<file path="src/rtl/motoro3_ramp_ctrl_if.sv">
// rtl/motoro3_ramp_ctrl_if.sv - command handshake and motor drive signal bundle for the ramp controller
interface motoro3_ramp_ctrl_if;
  logic       cmdValid;
  logic       cmdReady;
  logic       cmdRun;
  logic       cmdDir;
  logic [9:0] cmdFreq;
  logic       m3start;
  logic       m3forceStop;
  logic       m3invRotate;
  logic       m3freqINC;
  logic       m3freqDEC;
  logic [9:0] curFreq;
  logic       atSpeed;
  logic       busy;

  // Command source / status observer side
  modport master (
    output cmdValid, cmdRun, cmdDir, cmdFreq,
    input  cmdReady, m3start, m3forceStop, m3invRotate, m3freqINC, m3freqDEC,
    input  curFreq, atSpeed, busy
  );

  // Ramp controller side
  modport slave (
    input  cmdValid, cmdRun, cmdDir, cmdFreq,
    output cmdReady, m3start, m3forceStop, m3invRotate, m3freqINC, m3freqDEC,
    output curFreq, atSpeed, busy
  );
endinterface

</file>
<file path="src/rtl/motoro3_ramp_ctrl.sv">
// rtl/motoro3_ramp_ctrl.sv - stepper frequency ramp controller with brake and direction reversal
module motoro3_ramp_ctrl #(
  parameter int RAMP_DIV  = 10000,
  parameter int BRAKE_CYC = 100000,
  parameter int FREQ_MAX  = 1000
) (
  input  logic                 clk,
  input  logic                 rst,
  motoro3_ramp_ctrl_if.slave   bus
);
  localparam int RW = (RAMP_DIV  > 1) ? $clog2(RAMP_DIV)  : 1;
  localparam int BW = (BRAKE_CYC > 1) ? $clog2(BRAKE_CYC) : 1;
  localparam logic [RW-1:0] RAMP_LAST  = RW'(RAMP_DIV - 1);
  localparam logic [BW-1:0] BRAKE_LAST = BW'(BRAKE_CYC - 1);
  localparam logic [9:0]    FMAX       = 10'(FREQ_MAX);

  localparam logic [2:0] S_IDLE  = 3'd0;
  localparam logic [2:0] S_ACCEL = 3'd1;
  localparam logic [2:0] S_RUN   = 3'd2;
  localparam logic [2:0] S_DECEL = 3'd3;
  localparam logic [2:0] S_BRAKE = 3'd4;

  logic [2:0]    state_q, state_d;
  logic [9:0]    cur_q, cur_d, target_q, target_d;
  logic [RW-1:0] ramp_q, ramp_d;
  logic [BW-1:0] brake_q, brake_d;
  logic          dir_q, dir_d, pend_stop_q, pend_stop_d, pend_rev_q, pend_rev_d;
  logic          start_q, start_d, force_q, force_d, inv_q, inv_d;
  logic          inc_q, inc_d, dec_q, dec_d;
  logic          at_speed_q, at_speed_d, busy_q, busy_d, cmd_ready_q, cmd_ready_d;

  logic          accept, is_run, pend, decel_to_one;
  logic [9:0]    cmd_tgt, goal;

  assign accept  = bus.cmdValid && cmd_ready_q;
  assign is_run  = bus.cmdRun && (bus.cmdFreq != 10'd0);
  assign cmd_tgt = (bus.cmdFreq > FMAX) ? FMAX : bus.cmdFreq;
  assign pend    = pend_stop_q || pend_rev_q;

  // Next-state logic: ramp stepping first, then an accepted command overrides target/state
  always_comb begin
    state_d      = state_q;
    cur_d        = cur_q;
    target_d     = target_q;
    ramp_d       = ramp_q;
    brake_d      = brake_q;
    dir_d        = dir_q;
    pend_stop_d  = pend_stop_q;
    pend_rev_d   = pend_rev_q;
    start_d      = start_q;
    force_d      = force_q;
    inv_d        = inv_q;
    inc_d        = 1'b0;
    dec_d        = 1'b0;
    decel_to_one = 1'b0;
    goal         = pend ? 10'd1 : target_q;

    case (state_q)
      S_ACCEL, S_DECEL: begin
        if (state_q == S_DECEL && pend && cur_q == 10'd1) begin
          state_d = S_BRAKE;
          force_d = 1'b1;
          brake_d = '0;
        end else if (ramp_q == RAMP_LAST) begin
          ramp_d = '0;
          if (state_q == S_ACCEL) begin
            if (cur_q < FMAX) begin
              inc_d = 1'b1;
              cur_d = cur_q + 10'd1;
            end
            if (cur_d >= goal) state_d = S_RUN;
          end else begin
            if (cur_q > 10'd1) begin
              dec_d = 1'b1;
              cur_d = cur_q - 10'd1;
            end
            if (pend) begin
              if (cur_d == 10'd1) begin
                state_d = S_BRAKE;
                force_d = 1'b1;
                brake_d = '0;
              end
            end else if (cur_d <= goal) begin
              state_d = S_RUN;
            end
          end
        end else begin
          ramp_d = ramp_q + 1'b1;
        end
      end
      S_BRAKE: begin
        if (brake_q == BRAKE_LAST) begin
          force_d = 1'b0;
          ramp_d  = '0;
          if (pend_stop_q) begin
            start_d = 1'b0;
            cur_d   = 10'd0;
            state_d = S_IDLE;
          end else begin
            inv_d   = dir_q;
            state_d = (target_q == 10'd1) ? S_RUN : S_ACCEL;
          end
          pend_stop_d = 1'b0;
          pend_rev_d  = 1'b0;
        end else begin
          brake_d = brake_q + 1'b1;
        end
      end
      default: ;
    endcase

    if (accept) begin
      ramp_d = '0;
      if (state_q == S_IDLE) begin
        if (is_run) begin
          cur_d    = 10'd1;
          start_d  = 1'b1;
          inv_d    = bus.cmdDir;
          dir_d    = bus.cmdDir;
          target_d = cmd_tgt;
          state_d  = (cmd_tgt == 10'd1) ? S_RUN : S_ACCEL;
        end
      end else begin
        force_d = 1'b0;
        if (!is_run) begin
          pend_stop_d  = 1'b1;
          pend_rev_d   = 1'b0;
          decel_to_one = 1'b1;
        end else if (bus.cmdDir != inv_q) begin
          pend_stop_d  = 1'b0;
          pend_rev_d   = 1'b1;
          dir_d        = bus.cmdDir;
          target_d     = cmd_tgt;
          decel_to_one = 1'b1;
        end else begin
          pend_stop_d = 1'b0;
          pend_rev_d  = 1'b0;
          target_d    = cmd_tgt;
          if (cmd_tgt > cur_d)      state_d = S_ACCEL;
          else if (cmd_tgt < cur_d) state_d = S_DECEL;
          else                      state_d = S_RUN;
        end
        if (decel_to_one) begin
          if (cur_d == 10'd1) begin
            state_d = S_BRAKE;
            force_d = 1'b1;
            brake_d = '0;
          end else begin
            state_d = S_DECEL;
          end
        end
      end
    end

    at_speed_d  = (state_d == S_RUN);
    busy_d      = (state_d != S_IDLE);
    cmd_ready_d = (state_d != S_BRAKE);
  end

  // State and registered outputs, asynchronously cleared by rst
  always_ff @(posedge clk or posedge rst) begin
    if (rst) begin
      state_q     <= S_IDLE;
      cur_q       <= '0;
      target_q    <= '0;
      ramp_q      <= '0;
      brake_q     <= '0;
      dir_q       <= 1'b0;
      pend_stop_q <= 1'b0;
      pend_rev_q  <= 1'b0;
      start_q     <= 1'b0;
      force_q     <= 1'b0;
      inv_q       <= 1'b0;
      inc_q       <= 1'b0;
      dec_q       <= 1'b0;
      at_speed_q  <= 1'b0;
      busy_q      <= 1'b0;
      cmd_ready_q <= 1'b1;
    end else begin
      state_q     <= state_d;
      cur_q       <= cur_d;
      target_q    <= target_d;
      ramp_q      <= ramp_d;
      brake_q     <= brake_d;
      dir_q       <= dir_d;
      pend_stop_q <= pend_stop_d;
      pend_rev_q  <= pend_rev_d;
      start_q     <= start_d;
      force_q     <= force_d;
      inv_q       <= inv_d;
      inc_q       <= inc_d;
      dec_q       <= dec_d;
      at_speed_q  <= at_speed_d;
      busy_q      <= busy_d;
      cmd_ready_q <= cmd_ready_d;
    end
  end

  assign bus.cmdReady    = cmd_ready_q;
  assign bus.m3start     = start_q;
  assign bus.m3forceStop = force_q;
  assign bus.m3invRotate = inv_q;
  assign bus.m3freqINC   = inc_q;
  assign bus.m3freqDEC   = dec_q;
  assign bus.curFreq     = cur_q;
  assign bus.atSpeed     = at_speed_q;
  assign bus.busy        = busy_q;
endmodule

</file>
<file path="src/flat_wrapper.sv">
// flat-port wrapper written by rule: the top's interface ports become plain ports
module motoro3_ramp_ctrl_flat 
#(
  parameter int RAMP_DIV  = 10000,
  parameter int BRAKE_CYC = 100000,
  parameter int FREQ_MAX  = 1000
)
  (clk, rst, bus_cmdValid, bus_cmdRun, bus_cmdDir, bus_cmdFreq, bus_cmdReady, bus_m3start, bus_m3forceStop, bus_m3invRotate, bus_m3freqINC, bus_m3freqDEC, bus_curFreq, bus_atSpeed, bus_busy);
  motoro3_ramp_ctrl_if bus_i ();
  input  logic clk;
  input  logic rst;
  input wire logic [$bits(bus_i.cmdValid)-1:0] bus_cmdValid;
  input wire logic [$bits(bus_i.cmdRun)-1:0] bus_cmdRun;
  input wire logic [$bits(bus_i.cmdDir)-1:0] bus_cmdDir;
  input wire logic [$bits(bus_i.cmdFreq)-1:0] bus_cmdFreq;
  output wire logic [$bits(bus_i.cmdReady)-1:0] bus_cmdReady;
  output wire logic [$bits(bus_i.m3start)-1:0] bus_m3start;
  output wire logic [$bits(bus_i.m3forceStop)-1:0] bus_m3forceStop;
  output wire logic [$bits(bus_i.m3invRotate)-1:0] bus_m3invRotate;
  output wire logic [$bits(bus_i.m3freqINC)-1:0] bus_m3freqINC;
  output wire logic [$bits(bus_i.m3freqDEC)-1:0] bus_m3freqDEC;
  output wire logic [$bits(bus_i.curFreq)-1:0] bus_curFreq;
  output wire logic [$bits(bus_i.atSpeed)-1:0] bus_atSpeed;
  output wire logic [$bits(bus_i.busy)-1:0] bus_busy;
  assign bus_i.cmdValid = bus_cmdValid;
  assign bus_i.cmdRun = bus_cmdRun;
  assign bus_i.cmdDir = bus_cmdDir;
  assign bus_i.cmdFreq = bus_cmdFreq;
  assign bus_cmdReady = bus_i.cmdReady;
  assign bus_m3start = bus_i.m3start;
  assign bus_m3forceStop = bus_i.m3forceStop;
  assign bus_m3invRotate = bus_i.m3invRotate;
  assign bus_m3freqINC = bus_i.m3freqINC;
  assign bus_m3freqDEC = bus_i.m3freqDEC;
  assign bus_curFreq = bus_i.curFreq;
  assign bus_atSpeed = bus_i.atSpeed;
  assign bus_busy = bus_i.busy;
  motoro3_ramp_ctrl #(.RAMP_DIV(RAMP_DIV), .BRAKE_CYC(BRAKE_CYC), .FREQ_MAX(FREQ_MAX)) u_core (.clk(clk), .rst(rst), .bus(bus_i));
endmodule
</file>
<file path="config.mk">
export PLATFORM = sky130hd
export DESIGN_NAME = motoro3_ramp_ctrl_flat
export DESIGN_NICKNAME = d
export VERILOG_FILES = /design/src/rtl/motoro3_ramp_ctrl_if.sv /design/src/rtl/motoro3_ramp_ctrl.sv /design/src/flat_wrapper.sv
export SDC_FILE = /design/constraint.sdc
export NUM_CORES = 1
export LEC_CHECK = 0
export ABC_AREA = 1
export BUFFER_PORTS_ARGS = -buffer_cell sky130_fd_sc_hd__buf_2
export CAP_MARGIN = 20
export CORE_UTILIZATION = 62
export DETAILED_ROUTE_END_ITERATION = 8
export PLACE_DENSITY = 0.81
export SYNTH_ARGS = -nofsm -noshare
export SYNTH_HDL_FRONTEND = slang
export SYNTH_SLANG_ARGS = --single-unit
</file>
<file path="constraint.sdc">
create_clock -name clk -period 3.4 [get_ports clk]
set_input_delay 0.17 -clock clk [delete_from_list [all_inputs] [get_ports clk]]
set_output_delay 0.17 -clock clk [all_outputs]
set_load 0.02 [all_outputs]
</file>
# Word-level counts from Yosys, hierarchy flattened
# Cells that the tools add are included.
[word_totals] input_bits=15 reg_bits=65 out_inout_bits=18
[classes] reduce_logical=14 magnitude_cmp=7 eq_ne=15 addsub=4 n_mux=109
[ops] operator="2-to-1 mux 10 bit" count=20
[ops] operator="2-to-1 mux 17 bit" count=10
[ops] operator="2-to-1 mux 14 bit" count=4
[ops] operator="2-to-1 mux 1 bit" count=51
[ops] operator="2-to-1 mux 3 bit" count=17
[ops] operator="== test 10 x 1 -> 1 bit (second input constant)" count=5
[ops] operator="one-hot mux 17 bit (2 select lines)" count=1
[ops] operator="one-hot mux 14 bit (2 select lines)" count=1
[ops] operator="one-hot mux 10 bit (2 select lines)" count=1
[ops] operator="adder 17 x 1 -> 17 bit (second input constant)" count=1
[ops] operator="== test 17 bit (second input constant)" count=1
[ops] operator="adder 14 x 1 -> 14 bit (second input constant)" count=1
[ops] operator="== test 14 bit (second input constant)" count=1
[ops] operator="adder 10 x 1 -> 10 bit (second input constant)" count=1
[ops] operator=">= comparator 10 bit" count=1
[ops] operator="greater-than comparator 10 x 1 -> 1 bit (second input constant)" count=1
[ops] operator="greater-than comparator 10 bit" count=1
[ops] operator="greater-than comparator 10 bit (second input constant)" count=1
[ops] operator="<= comparator 10 bit" count=1
[ops] operator="< comparator 10 bit" count=1
[ops] operator="< comparator 10 bit (second input constant)" count=1
[ops] operator="nonzero test 10 bit" count=1
[ops] operator="subtractor 10 x 1 -> 10 bit (second input constant)" count=1
[ops] operator="== test 3 x 2 -> 1 bit (second input constant)" count=2
[ops] operator="other kinds (17)" count=23

# Longest topological paths before layout
[depth] ltp_word=19 ltp_mapped=25 depth_no_buf=24

# Worst setup path before layout
# Ideal clock, no wire load.
[synth_path] path_kind="register to register" start="register u_core.cur_q[1], in the netlist u_core.bus.curFreq[1]" end="register u_core.busy_q, in the netlist u_core.bus.busy" synth_period_minus_slack_ns=3.050 required_ns=3.271 setup_ns=0.129 arrival_ns=2.921 slack_ns=0.350 stages_incl_launch_ff=23 path_cell_list="dfrtp_1 -> inv_1 -> ha_1 -> nand2_1 -> nor3_4 -> nand2_2 -> nand2_4 -> nand2_1 -> nand2_1 -> nand2_1 -> and2_1 -> ha_1 -> nand2_1 -> nor2_1 -> inv_1 -> nor3_1 -> a221oi_1 -> nor3_1 -> nor2_1 -> nand2_1 -> nand2_1 -> nor2_1 -> nand3_1"
[synth_via] elab_chain_len=19 word_cells_on_any_way=46 cone_classes="add/sub: 2; order compare: 6; eq/ne: 3; mux: 33; reduce/logical: 2"
[synth_lines] item="start, declared" line="motoro3_ramp_ctrl.sv:24" source="logic [9:0] cur_q, cur_d, target_q, target_d;"
[synth_lines] item="start signal, assigned" line="motoro3_ramp_ctrl.sv:181" source="cur_q <= cur_d;"
[synth_lines] item="subtractor 10 x 1 -> 10 bit, or another cell as far along" line="motoro3_ramp_ctrl.sv:75" source="cur_d = cur_q - 10'd1;"
[synth_lines] item="2-to-1 mux 10 bit, on equally long branches" line="motoro3_ramp_ctrl.sv:73, motoro3_ramp_ctrl.sv:67"
[synth_lines] item="2-to-1 mux 10 bit" line="motoro3_ramp_ctrl.sv:66" source="if (state_q == S_ACCEL) begin"
[synth_lines] item="2-to-1 mux 10 bit" line="motoro3_ramp_ctrl.sv:64" source="end else if (ramp_q == RAMP_LAST) begin"
[synth_lines] item="2-to-1 mux 10 bit" line="motoro3_ramp_ctrl.sv:60" source="if (state_q == S_DECEL && pend && cur_q == 10'd1) begin"
[synth_lines] item="2-to-1 mux 10 bit" line="motoro3_ramp_ctrl.sv:58" source="case (state_q)"
[synth_lines] item="2-to-1 mux 10 bit, or another cell as far along" line="motoro3_ramp_ctrl.sv:66"
[synth_lines] item="2-to-1 mux 10 bit, or another cell as far along" line="motoro3_ramp_ctrl.sv:64"
[synth_lines] item="(+4 left out)"
[synth_lines] item="2-to-1 mux 3 bit or one-hot mux 3 bit (2 select lines) (tied branches)" line="motoro3_ramp_ctrl.sv:139, motoro3_ramp_ctrl.sv:58"
[synth_lines] item="2-to-1 mux 3 bit" line="motoro3_ramp_ctrl.sv:129" source="end else if (bus.cmdDir != inv_q) begin"
[synth_lines] item="2-to-1 mux 3 bit" line="motoro3_ramp_ctrl.sv:125" source="if (!is_run) begin"
[synth_lines] item="2-to-1 mux 3 bit" line="motoro3_ramp_ctrl.sv:143" source="if (decel_to_one) begin"
[synth_lines] item="2-to-1 mux 3 bit" line="motoro3_ramp_ctrl.sv:114" source="if (state_q == S_IDLE) begin"
[synth_lines] item="2-to-1 mux 3 bit *" line="motoro3_ramp_ctrl.sv:112" source="if (accept) begin"
[synth_lines] item="nonzero test 3 bit *" line="motoro3_ramp_ctrl.sv:156" source="busy_d = (state_d != S_IDLE);"
[synth_lines] item="via u_core.busy_d" line="motoro3_ramp_ctrl.sv:30" source="logic at_speed_q, at_speed_d, busy_q, busy_d, cmd_ready_q, cmd_ready_d;"
[synth_lines] item="end signal, assigned" line="motoro3_ramp_ctrl.sv:194" source="busy_q <= busy_d;"
[synth_lines] item="end, declared" line="motoro3_ramp_ctrl.sv:30"
# Mark *: on every way through the listed nets, which the timed path passes. The rest lies on a longest branch. The select of a mux whose other input is x is not followed.
# A chain may end at the register's enable or synchronous reset.

# Worst setup path in the final report
[layout_path] start="register u_core.cur_q[0], in the netlist u_core.bus.curFreq[0]" end="register u_core.at_speed_q, in the netlist u_core.bus.atSpeed"
[layout_via] elab_chain_len=19 word_cells_on_any_way=46 cone_classes="add/sub: 2; order compare: 6; eq/ne: 4; mux: 33; reduce/logical: 1"
[layout_lines] item="subtractor 10 x 1 -> 10 bit or greater-than comparator 10 x 1 -> 1 bit (tied branches)" line="motoro3_ramp_ctrl.sv:75, motoro3_ramp_ctrl.sv:73"
[layout_lines] item="2-to-1 mux 10 bit" line="motoro3_ramp_ctrl.sv:73" source="if (cur_q > 10'd1) begin"
[layout_lines] item="2-to-1 mux 10 bit" line="motoro3_ramp_ctrl.sv:66"
[layout_lines] item="2-to-1 mux 10 bit" line="motoro3_ramp_ctrl.sv:64"
[layout_lines] item="2-to-1 mux 10 bit" line="motoro3_ramp_ctrl.sv:60"
[layout_lines] item="2-to-1 mux 10 bit" line="motoro3_ramp_ctrl.sv:58"
[layout_lines] item="<= comparator 10 bit or == test 10 x 1 -> 1 bit (tied branches)" line="motoro3_ramp_ctrl.sv:83, motoro3_ramp_ctrl.sv:78"
[layout_lines] item="2-to-1 mux 3 bit, on equally long branches" line="motoro3_ramp_ctrl.sv:83, motoro3_ramp_ctrl.sv:78"
[layout_lines] item="(+5 left out)"
[layout_lines] item="2-to-1 mux 3 bit" line="motoro3_ramp_ctrl.sv:129"
[layout_lines] item="2-to-1 mux 3 bit" line="motoro3_ramp_ctrl.sv:125"
[layout_lines] item="2-to-1 mux 3 bit" line="motoro3_ramp_ctrl.sv:143"
[layout_lines] item="2-to-1 mux 3 bit" line="motoro3_ramp_ctrl.sv:114"
[layout_lines] item="2-to-1 mux 3 bit *" line="motoro3_ramp_ctrl.sv:112"
[layout_lines] item="via u_core.state_d[1]" line="motoro3_ramp_ctrl.sv:23" source="logic [2:0] state_q, state_d;"
[layout_lines] item="== test 3 x 2 -> 1 bit *" line="motoro3_ramp_ctrl.sv:155" source="at_speed_d = (state_d == S_RUN);"
[layout_lines] item="via u_core.at_speed_d" line="motoro3_ramp_ctrl.sv:30"
[layout_lines] item="end signal, assigned" line="motoro3_ramp_ctrl.sv:193" source="at_speed_q <= at_speed_d;"
[layout_lines] item="end, declared" line="motoro3_ramp_ctrl.sv:30"
# Marked as above.

==> flow_metrics.py <==
metrics = {
    "synthesis": {
        "synth_fp_nets": 861,
        "synth.ff_latch_count": 65,
        "yosysSeqAreaShare": 0.3014,
        "synth.avg_cell_area_um2": 6.659,
        "yosys.area.top_type_share": 0.2966,
        "synth_top_cell_by_area": "dfrtp_1",
        "yosys.cell_types.count": 48,
        "synth.area.top_cells": "dfrtp_1, nand2_1, ha_1",
        "post_synth_instance_area_um2": 5400,
        "synthCells": 811,
        "synth_warnings": 0,
    },
    "pwr": {
        "swShare": 0.4813,
        "peak_supply_drop_v": 0.0003051,
        "switchingPower_mw": 1.683,
        "design_power_total_mw": 3.497,
        "cellInternalPower_mw": 1.814,
        "combinational_cell_fraction_of_total_power": 0.508,
        "p_leak_nw": 3.148,
        "pwr-share-clk": 0.173,
        "seqPwrFrac": 0.318,
        "power.density_nw_per_um2": 562.4,
    },
    "placed_design": {
        "placedCellCount": 953,
        "hpwl_after_detailed_placement_um": 12060,
        "placed_cell_area_um2": 5769,
        "port-buffer-count": 32,
        "globalplace.congestion": 1.053,
        "placement.setup.worst_slack_ns": -0.05207,
    },
    "detailed_routing": {
        "dr.pass1.iters": 6,
        "vias_per_cell": 5.966,
        "drc": 0,
        "avgRoutedWirePerCell_um": 16.62,
        "num_vias": 5865,
        "route.antenna.remaining_nets": 0,
        "drt_iter0_markers": 564,
        "totalWireLength_um": 16340,
    },
    "sta": {
        "final.setup.worst_slack_ns": 0.03064,
        "max_slew_margin": 0.4670,
        "setup_total_negative_slack_ns": 0,
        "final_min_period_over_clock_period": 0.9910,
        "grt_setup_unrepaired": "true",
        "endpoints_failing_setup": 0,
        "worst_hold_slack_ns": 0.09424,
        "period_minus_slack_ns": 3.369,
        "actual_transition_at_the_worst_max_transition_pin_ns": 0.7984,
        "max_clock_freq_mhz": 296.8,
        "hold_viol": 0,
        "finalClockSkew_ns": 0.01061,
        "number_of_slew_limit_violations_in_the_final_report": 0,
    },
    "clocking": {
        "cts_root_buf": "clkbuf_8",
        "cts_bufs_inserted": 9,
        "cts_htree_levels": 3,
        "cts.reportedPaths.clkPinSlew_ns": 0.07,
        "cts_num_sinks": 65,
        "cts_tree": "yes",
        "clk-insertion-delay-late_ns": 0.36,
        "max-clock-path-buffers": 2,
    },
    "final_layout": {
        "layout.cells.most_common": "nand2_1",
        "leading_cell_types_in_the_layout_fill_and_taps_excluded": "nand2_1, inv_1, nor2_1",
        "layout.area.seq_um2": 1637,
        "layoutNonFillerInstCount": 983,
        "count_of_fill_cells_added_during_filler_insertion": 681,
        "final_cell_area_um2": 6218,
        "syn_to_final_growth_pct": 15.15,
        "multiInputGateArea_um2": 3372,
        "diodes_inserted": 0,
        "post_route_cells_drive_above_1_share": 0.1959,
        "utilization": 0.7456,
        "nNetsFinal": 923,
    },
    "hold_path": {
        "worstHoldPathType": "input pin to flop",
    },
    "grt": {
        "grt_pass1_wl_um": 25640,
        "grt_start_max_net_pins": 38,
        "globalRouteOverflowTotal": 0,
        "groute.layer.met3.usage": 0.07177,
        "grt_total_usage": 0.3725,
        "vias_in_the_first_global_route": 5268,
        "antenna_found_initial": 0,
        "grt-busiest-layer": "met2",
        "met2_track_demand_over_resource": 0.5649,
        "use_met1": 0.5279,
    },
    "setup_path": {
        "critical_path.endpoint_type": "flop",
        "critPathArrivalTime_ns": 3.65,
        "timing.reg2reg.setup_slack_ns": 0.03,
        "cp.required_ns": 3.68,
        "critPathKind": "flop to flop",
        "worstPathMaxFanout": 7,
        "worst_setup_sp_type": "flop",
    },
    "floorplanning": {
        "floorplan.die_area_um2": 9087,
        "fp.coreArea_um2": 8341,
        "io_pins": 33,
        "rows": 33,
        "initial_cell_density_of_the_core": 0.6475,
        "fp.dieH_um": 95.33,
        "die_span_in_x_um": 95.33,
    },
    "status": {
        "status": "completed",
    },
    "run": {
        "cap_viol_max_count": 0,
    },
}
## worst max-delay path: stages, from the launching register on
cell and delay, ns:
dfrtp_2 0.46, inv_2 0.10, ha_4 0.19, inv_1 0.08, o21ai_0 0.25, nand2_1 0.10, nor2_1 0.29, nand2_1 0.08
nand3_1 0.09, nand2_1 0.12, ha_1 0.29, nand2_1 0.17, nor2_1 0.09, a221oi_2 0.31, nor3_1 0.09, nor2_1 0.20
a21oi_1 0.11, nand2_1 0.09, nand2_1 0.07, nor2_1 0.11
## repair_timing
action | CTS | global route
hold endpoints to repair | 35 | 0
hold buffers | 1 | 0
setup buffers | 0 | 13
pin swaps | 0 | 14
gates cloned | 0 | 0
setup endpoints to repair | 4 | 6
gates resized for setup | 3 | 54
## Yosys cell counts, drive strengths merged
cell       n
a2111oi    1
a211oi     5
a21oi     35
a221oi     2
a31oi      5
a32oi      5
and2       1
and3       1
buf       13
clkbuf    11
clkinv     2
dfrtp     64
dfstp      1
ha        35
inv      108
mux2       1
mux2i      1
nand2    221
nand3     71
nand3b     2
nand4     14
nor2     106
nor3      23
nor3b      1
nor4       7
o2111ai    1
o211ai     3
o21a       2
o21ai     53
o21bai     2
o22ai      2
or2        2
or3        1
xnor2      1
xor2       8
## layer usage
layer | routed length, µm | up-vias | part of all wire
met5 | 0 | - | 0
met4 | 400 | 0 | 0.024
met3 | 1414 | 48 | 0.087
met2 | 7278 | 307 | 0.45
met1 | 7248 | 2735 | 0.44
li1 | - | 2775 | -
## final timing paths
path / startpoint / cells after the start / endpoint
min in group asynchronous: rst / 3 / u_core.brake_q[3]$_DFF_PP0_
max reg2reg: u_core.bus.curFreq[0]$_DFF_PP0_ / 19 / u_core.bus.atSpeed$_DFF_PP0_
min: bus_cmdDir / 2 / u_core.dir_q$_DFFE_PP0P_
max in group asynchronous: rst / 4 / u_core.bus.curFreq[9]$_DFF_PP0_
min reg2reg: u_core.target_q[0]$_DFFE_PP0P_ / 2 / u_core.target_q[0]$_DFFE_PP0P_
max: u_core.bus.curFreq[0]$_DFF_PP0_ / 19 / u_core.bus.atSpeed$_DFF_PP0_
## power groups by stage
stage	clock network [mW]	registers, mW	logic (mW)
CTS	0.613	1.10	1.64
global route	0.648	1.14	1.98
floorplan	0	1.07	1.18
detailed placement	0	1.11	1.62
finish	0.606	1.11	1.78
global placement	0	1.10	1.58
## flip-flops by register name, summed over array words and instances, names as in the netlist
register	flops
u_core.target_q	10
u_core.bus.curFreq	10
u_core.bus.cmdReady	1
u_core.bus.m3invRotate	1
u_core.pend_rev_q	1
u_core.bus.atSpeed	1
u_core.state_q	3
u_core.bus.m3start	1
u_core.bus.m3freqDEC	1
u_core.pend_stop_q	1
u_core.ramp_q	14
u_core.bus.m3freqINC	1
u_core.bus.m3forceStop	1
u_core.dir_q	1
u_core.brake_q	17
u_core.bus.busy	1
## cells by family after synthesis
family	after synthesis	synth area share
buffers and inverters	134	0.1024
adder cells (fa/ha/maj)	35	0.08109
XOR/XNOR	9	0.01460
flip-flops	65	0.3014
multiplexers	2	0.003939
AND/OR/NAND/NOR	450	0.3716
AO/OA/AOI/OAI	116	0.1249
## layout make-up
type                            instances  share of cell area
Sequential cell                        65              0.2632
Clock buffer                            9             0.01992
Clock inverter                          7            0.007445
Tap cell                              105             0.02113
Timing Repair Buffer                   75             0.07928
Inverter                              110             0.06680
Multi-Input combinational cell        612              0.5423
Note: power is estimated with default switching activity, not from simulation.
